[config.mk]
export PLATFORM = sky130hd
export DESIGN_NAME = dsp_seq_alu_param_flat
export DESIGN_NICKNAME = d
export VERILOG_FILES = /design/src/rtl/dsp_seq_alu_param_if.sv /design/src/rtl/dsp_seq_alu_param.sv /design/src/flat_wrapper.sv
export SDC_FILE = /design/constraint.sdc
export NUM_CORES = 1
export LEC_CHECK = 0
export ABC_AREA = 1
export CORE_UTILIZATION = 60
export CTS_BUF_LIST = sky130_fd_sc_hd__clkbuf_16
export CTS_CLUSTER_DIAMETER = 60
export DETAILED_ROUTE_END_ITERATION = 8
export PLACE_DENSITY = 0.78
export SYNTH_ARGS = -nofsm -noshare
export SYNTH_HDL_FRONTEND = slang
export SYNTH_SLANG_ARGS = --single-unit
[constraint.sdc]
create_clock -name clk -period 3.5 [get_ports clk]
set_input_delay 0.525 -clock clk [delete_from_list [all_inputs] [get_ports clk]]
set_output_delay 0.525 -clock clk [all_outputs]
set_load 0.01 [all_outputs]
[src/rtl/dsp_seq_alu_param_if.sv]
// Beat-level bus between the pin wrapper and the sequential ALU.
interface dsp_seq_alu_param_if #(
    parameter int BUS_W = 4
);
    logic             enabled;
    logic [BUS_W-1:0] data;
    logic [BUS_W-1:0] result;
    logic [3:0]       flags;
    logic             out_valid;
    logic             out_last;
    logic             busy;

    modport master (output enabled, data,
                    input  result, flags, out_valid, out_last, busy);
    modport slave  (input  enabled, data,
                    output result, flags, out_valid, out_last, busy);
endinterface

[src/rtl/dsp_seq_alu_param.sv]
// Serial-beat sequential ALU: opcode, A beats, B beats in; result beats out LS first.
// IDLE: wait opcode | LOAD_A/LOAD_B: collect operand beats | EXEC: compute (MUL = WIDTH cycles) | OUT: stream result
module dsp_seq_alu_param #(
    parameter int WIDTH = 8,
    parameter int BUS_W = 4
) (
    input  logic                      clk,
    input  logic                      reset,
    dsp_seq_alu_param_if.slave        bus
);
    localparam int BEATS = WIDTH / BUS_W;
    localparam int CW    = $clog2(WIDTH + 1);
    localparam int IW    = $clog2(WIDTH);
    localparam int M     = WIDTH - 1;

    localparam logic [2:0] S_IDLE   = 3'd0;
    localparam logic [2:0] S_LOAD_A = 3'd1;
    localparam logic [2:0] S_LOAD_B = 3'd2;
    localparam logic [2:0] S_EXEC   = 3'd3;
    localparam logic [2:0] S_OUT    = 3'd4;

    localparam logic [3:0] OP_ADD = 4'd0,  OP_SUB = 4'd1,  OP_AND = 4'd2,  OP_OR  = 4'd3;
    localparam logic [3:0] OP_XOR = 4'd4,  OP_NOT = 4'd5,  OP_SHL = 4'd6,  OP_SHR = 4'd7;
    localparam logic [3:0] OP_ROL = 4'd8,  OP_ROR = 4'd9,  OP_INC = 4'd10, OP_DEC = 4'd11;
    localparam logic [3:0] OP_MUL = 4'd12, OP_CMP = 4'd13, OP_PSB = 4'd14, OP_ACC = 4'd15;

    logic [2:0]         r_state;
    logic [3:0]         r_op;
    logic [WIDTH-1:0]   r_a, r_b, r_prev, r_res;
    logic [3:0]         r_flags;
    logic [2*WIDTH-1:0] r_prod;
    logic [CW-1:0]      r_cnt;

    logic [WIDTH-1:0]   w_beat, w_shift_in_a, w_shift_in_b;
    logic               w_last_beat, w_exec_done;
    logic [2*WIDTH-1:0] w_mul_term, w_prod_next;
    logic [WIDTH-1:0]   w_x, w_y, w_r, w_fr;
    logic               w_sub, w_c, w_v, w_arith_v;
    logic [WIDTH:0]     w_sum;

    assign w_beat       = WIDTH'(bus.data);
    assign w_shift_in_a = (r_a >> BUS_W) | (w_beat << (WIDTH - BUS_W));
    assign w_shift_in_b = (r_b >> BUS_W) | (w_beat << (WIDTH - BUS_W));
    assign w_last_beat  = (r_cnt == CW'(BEATS - 1));
    assign w_exec_done  = (r_op != OP_MUL) || (r_cnt == CW'(WIDTH - 1));

    // One multiplier bit per EXEC cycle, LSB first.
    assign w_mul_term  = r_b[r_cnt[IW-1:0]] ? ({{WIDTH{1'b0}}, r_a} << r_cnt) : '0;
    assign w_prod_next = r_prod + w_mul_term;

    always_comb begin
        w_x   = r_a;
        w_y   = r_b;
        w_sub = 1'b0;
        case (r_op)
            OP_SUB, OP_CMP: w_sub = 1'b1;
            OP_INC:         w_y   = WIDTH'(1);
            OP_DEC: begin
                w_y   = WIDTH'(1);
                w_sub = 1'b1;
            end
            OP_ACC: begin
                w_x = r_prev;
                w_y = r_a;
            end
            default: ;
        endcase
    end

    assign w_sum     = w_sub ? ({1'b0, w_x} - {1'b0, w_y}) : ({1'b0, w_x} + {1'b0, w_y});
    assign w_arith_v = w_sub ? ((w_x[M] != w_y[M]) && (w_sum[M] != w_x[M]))
                             : ((w_x[M] == w_y[M]) && (w_sum[M] != w_x[M]));

    always_comb begin
        w_r = '0;
        w_c = 1'b0;
        w_v = 1'b0;
        case (r_op)
            OP_ADD, OP_SUB, OP_INC, OP_DEC, OP_ACC, OP_CMP: begin
                w_r = (r_op == OP_CMP) ? r_a : w_sum[WIDTH-1:0];
                w_c = w_sum[WIDTH];
                w_v = w_arith_v;
            end
            OP_AND: w_r = r_a & r_b;
            OP_OR:  w_r = r_a | r_b;
            OP_XOR: w_r = r_a ^ r_b;
            OP_NOT: w_r = ~r_a;
            OP_SHL: begin w_r = r_a << 1;                    w_c = r_a[M]; end
            OP_SHR: begin w_r = r_a >> 1;                    w_c = r_a[0]; end
            OP_ROL: begin w_r = (r_a << 1) | (r_a >> M);     w_c = r_a[M]; end
            OP_ROR: begin w_r = (r_a >> 1) | (r_a << M);     w_c = r_a[0]; end
            OP_MUL: begin
                w_r = w_prod_next[WIDTH-1:0];
                w_c = |w_prod_next[2*WIDTH-1:WIDTH];
                w_v = |w_prod_next[2*WIDTH-1:WIDTH];
            end
            OP_PSB: w_r = r_b;
            default: ;
        endcase
    end

    // CMP reports Z/N of the difference while passing A through.
    assign w_fr = (r_op == OP_CMP) ? w_sum[WIDTH-1:0] : w_r;

    always_ff @(posedge clk or posedge reset) begin
        if (reset) begin
            r_state <= S_IDLE;
            r_op    <= '0;
            r_a     <= '0;
            r_b     <= '0;
            r_prev  <= '0;
            r_res   <= '0;
            r_flags <= '0;
            r_prod  <= '0;
            r_cnt   <= '0;
        end else begin
            case (r_state)
                S_IDLE: if (bus.enabled) begin
                    r_op    <= bus.data[3:0];
                    r_cnt   <= '0;
                    r_state <= S_LOAD_A;
                end
                S_LOAD_A: if (bus.enabled) begin
                    r_a <= w_shift_in_a;
                    if (w_last_beat) begin
                        r_cnt   <= '0;
                        r_state <= S_LOAD_B;
                    end else begin
                        r_cnt <= r_cnt + 1'b1;
                    end
                end
                S_LOAD_B: if (bus.enabled) begin
                    r_b <= w_shift_in_b;
                    if (w_last_beat) begin
                        r_cnt   <= '0;
                        r_prod  <= '0;
                        r_state <= S_EXEC;
                    end else begin
                        r_cnt <= r_cnt + 1'b1;
                    end
                end
                S_EXEC: begin
                    if (w_exec_done) begin
                        r_res   <= w_r;
                        r_flags <= {w_c, (w_fr == '0), w_fr[M], w_v};
                        if (r_op != OP_CMP)
                            r_prev <= w_r;
                        r_cnt   <= '0;
                        r_state <= S_OUT;
                    end else begin
                        r_prod <= w_prod_next;
                        r_cnt  <= r_cnt + 1'b1;
                    end
                end
                S_OUT: begin
                    r_res <= r_res >> BUS_W;
                    if (w_last_beat) begin
                        r_cnt   <= '0;
                        r_state <= S_IDLE;
                    end else begin
                        r_cnt <= r_cnt + 1'b1;
                    end
                end
                default: r_state <= S_IDLE;
            endcase
        end
    end

    assign bus.out_valid = (r_state == S_OUT);
    assign bus.out_last  = (r_state == S_OUT) && w_last_beat;
    assign bus.result    = (r_state == S_OUT) ? r_res[BUS_W-1:0] : '0;
    assign bus.flags     = r_flags;
    assign bus.busy      = (r_state != S_IDLE);
endmodule

[src/flat_wrapper.sv]
// flat-port wrapper written by rule: the top's interface ports become plain ports
module dsp_seq_alu_param_flat 
#(
    parameter int WIDTH = 8,
    parameter int BUS_W = 4
)
  (clk, reset, bus_enabled, bus_data, bus_result, bus_flags, bus_out_valid, bus_out_last, bus_busy);
  dsp_seq_alu_param_if #(.BUS_W(BUS_W)) bus_i ();
  input  logic clk;
  input  logic reset;
  input wire logic [$bits(bus_i.enabled)-1:0] bus_enabled;
  input wire logic [$bits(bus_i.data)-1:0] bus_data;
  output wire logic [$bits(bus_i.result)-1:0] bus_result;
  output wire logic [$bits(bus_i.flags)-1:0] bus_flags;
  output wire logic [$bits(bus_i.out_valid)-1:0] bus_out_valid;
  output wire logic [$bits(bus_i.out_last)-1:0] bus_out_last;
  output wire logic [$bits(bus_i.busy)-1:0] bus_busy;
  assign bus_i.enabled = bus_enabled;
  assign bus_i.data = bus_data;
  assign bus_result = bus_i.result;
  assign bus_flags = bus_i.flags;
  assign bus_out_valid = bus_i.out_valid;
  assign bus_out_last = bus_i.out_last;
  assign bus_busy = bus_i.busy;
  dsp_seq_alu_param #(.WIDTH(WIDTH), .BUS_W(BUS_W)) u_core (.clk(clk), .reset(reset), .bus(bus_i));
endmodule
==> qor.txt <==
wire per inst - 15.6 um
Die ar. - 10400 um2
final net count - 1057
worst-path maximum fanout - 5
worst r2r src - u_core.r_op[1]
YS warnings - 0
final slew viol count - 0
Synth area leader - dfrtp_1
Placed Cells - 1127
fmax - 310 MHz
top cells by count, synth - 323 x nand2_1, 149 x inv_1, 86 x nor2_1, 80 x o21ai_0, 70 x nand3_1
Seq/Total Area, Yosys - 0.263
synth unique cells - 45
Die X - 102 um
Mapped Nets - 1017
post-synth top area share - 0.263
syn_area_per_cell - 6.20 um2
most frequent cell after synthesis - nand2_1
Final Non-Filler Cells - 1145
latest clock arrival within the worst-skew pair - 0.33 ns
pwr dens - 1070 nW/um2
Worst Skew - 0.00498 ns
actual slew at the worst max-slew pin - 0.693 ns
nature of the critical path endpoint - register
Clk network pwr share - 0.114
first-iteration detailed-routing DRC count - 444
Mapped Cells - 967
routed wire length - 17900 um
Hold Crit Class - reg -> reg
Syn Std Cell Area - 5990 um2
filler cell count - 901
crit path DAT - 3.47 ns
EDFF count, synth - 0
core area - 9730 um2
layout cell share with drive strength beyond 1 - 0.0791
DRC - 0
crit path kind - reg -> reg
initial antenna violation count - 0
Antenna Nets Post-Route - 0
final setup TNS - 0 ns
ant diodes - 0
pin count of the biggest net entering global routing - 40
VDD IR max - 642 uV
combinational power share - 0.719
ys async rst share - 1.00
switching share of power - 0.557
leakage power - 3.56 nW
CTS Buffer Depth - 2
first-pass GRT wire length - 29200 um
clk root buf - clkbuf_16
Worst EP required - 3.75 ns
Critical path origin - u_core.r_op[1]
io pins - 18
die height - 102 um
Final Hold Fails - 0
grt ovf - 0
Final setup viols - 0
fin util - 0.696
Clock transition at path regs - 0.06 ns
Post-synth top flop - dfrtp_1
post-detail-place hpwl - 14200 um
multi-input logic area - 3750 um2
Cell Rows - 36
P_sw - 4.05 mW
HP Start - u_core.bus.flags[2]
synth-to-layout area growth - 13.0%
port buffer count - 17
Int Pwr - 3.21 mW
Worst Setup Start Kind - register
Yosys reg bits - 63
leading post-synthesis cells by cell area - dfrtp_1 26%, nand2_1 20%, inv_1 9.3%
# hold bufs at CTS - 0
status - finished, final reports clean
htree depth - 3
initial cell density of the core - 0.616
Max-cap violations - 0
fin crit period - 3.22 ns
Slew HR - 0.536
Via Count - 6356
vias in the first global route - 6061
final period utilization - 0.921
gr usage total - 0.370
total iterations of the first detailed-routing run - 6
TritonCTS buffer count - 9
CTS tree - yes
Placer Congestion - 1.01
routed vias/inst - 5.55
Register Area - 1580 um2
Seq pwr share - 0.167
clock sinks - 63
## stage by stage
| step | instance area (um2) | power, mW | setup WS (ns) | hold slack [ns] |
|---|---|---|---|---|
| after floorplan | 5990 | 4.76 | 0.493 | 0.448 |
| after global placement | 6460 | 6.20 | 0.163 | 0.475 |
| after detailed placement | 6460 | 6.27 | 0.0922 | 0.471 |
| after CTS | 6730 | 7.12 | 0.0691 | 0.486 |
| after global routing | 6770 | 7.97 | -0.0169 | 0.519 |
| final | 6770 | 7.26 | 0.278 | 0.483 |
## logic make-up (layout without fill, tap and decap cells)
group           Yosys count  in the layout  share of synthesized area
simple gates            521            521                      0.367
buf+inv                 177            222                      0.115
compound gates          148            148                      0.140
flops                    63             63                      0.263
fa+ha+maj                43             43                     0.0923
xor+xnor                 14             14                     0.0205
mux                       1              1                    0.00167
## power by group through the flow
stage / sequential, mW / clock, mW / combinational [mW]
after floorplan: 1.15 / 0 / 3.61
after global placement: 1.20 / 0 / 5.00
after detailed placement: 1.21 / 0 / 5.06
after CTS: 1.20 / 0.828 / 5.10
after global routing: 1.24 / 0.869 / 5.86
final: 1.22 / 0.825 / 5.22
## sequential cells by signal (all words and copies together), names as in the netlist
signal            count
u_core.bus.flags      4
u_core.r_a            8
u_core.r_b            8
u_core.r_cnt          4
u_core.r_op           4
u_core.r_prev         8
u_core.r_prod        16
u_core.r_res          8
u_core.r_state        3
## metal layers
| layer | part of all wire | up-vias | routed length (um) | GRT usage |
|---|---|---|---|---|
| met3 | 0.076 | 52 | 1360 | 0.0698 |
| li1 | - | 3186 | - | - |
| met4 | 0.035 | 0 | 622 | 0.152 |
| met5 | 0 | - | 0 | 0 |
| met2 | 0.46 | 239 | 8150 | 0.619 |
| met1 | 0.43 | 2879 | 7760 | 0.473 |
## timing repair
item | 4_1_cts | 5_1_grt
resized for setup | 0 | 13
buffers inserted | 0 | 2
endpoints found under the setup margin | 0 | 7
## path summary, 6_finish.rpt
kind / endpoint / slack [ns] / cells after the start
worst max register to register: u_core.bus.flags[0] / 0.28 / 24
worst max-delay path: u_core.bus.flags[0] / 0.28 / 24
worst min register to register: u_core.bus.flags[2] / 0.48 / 2
min in group asynchronous: u_core.r_prod[4] / 0.59 / 3
worst min-delay path: u_core.bus.flags[2] / 0.48 / 2
max in group asynchronous: u_core.r_op[2] / 2.46 / 3
## layout by cell type (no fill, tap or decap), drive strengths merged, types with 9 or more instances in the layout
cell,netlist,final
o22ai,13,13
xor2,11,11
clkbuf,8,9
a21oi,28,28
clkdlybuf4s50,0,17
buf,13,33
ha,41,41
o21ai,83,83
dfrtp,63,63
inv,154,156
nor2,93,93
nand4,15,15
nand3,72,72
nand2,327,327
## critical path: stages, from the launching register on
cell,delay (ns)
dfrtp_2,0.45
nand2_2,0.13
inv_1,0.10
nand2_1,0.12
nor2_1,0.06
a21oi_2,0.15
nand2_1,0.11
nor2_4,0.12
inv_2,0.06
nor2_4,0.09
inv_2,0.05
o21ai_2,0.12
xor2_1,0.16
inv_1,0.05
ha_1,0.32
a21oi_1,0.17
o21a_1,0.16
nand2_1,0.05
nand2_1,0.07
nand2_1,0.08
o21ai_0,0.08
nand2_1,0.06
o21ai_1,0.16
inv_1,0.08
a21oi_1,0.15
## cell type report
class	instances	share of cell area
Sequential cell	63	0.234
Inverter	156	0.0865
Multi-Input combinational cell	727	0.553
Clock inverter	7	0.00702
Tap cell	133	0.0246
Timing Repair Buffer	50	0.0617
Clock buffer	9	0.0333
No activity file was read; power rests on OpenSTA's default activity.
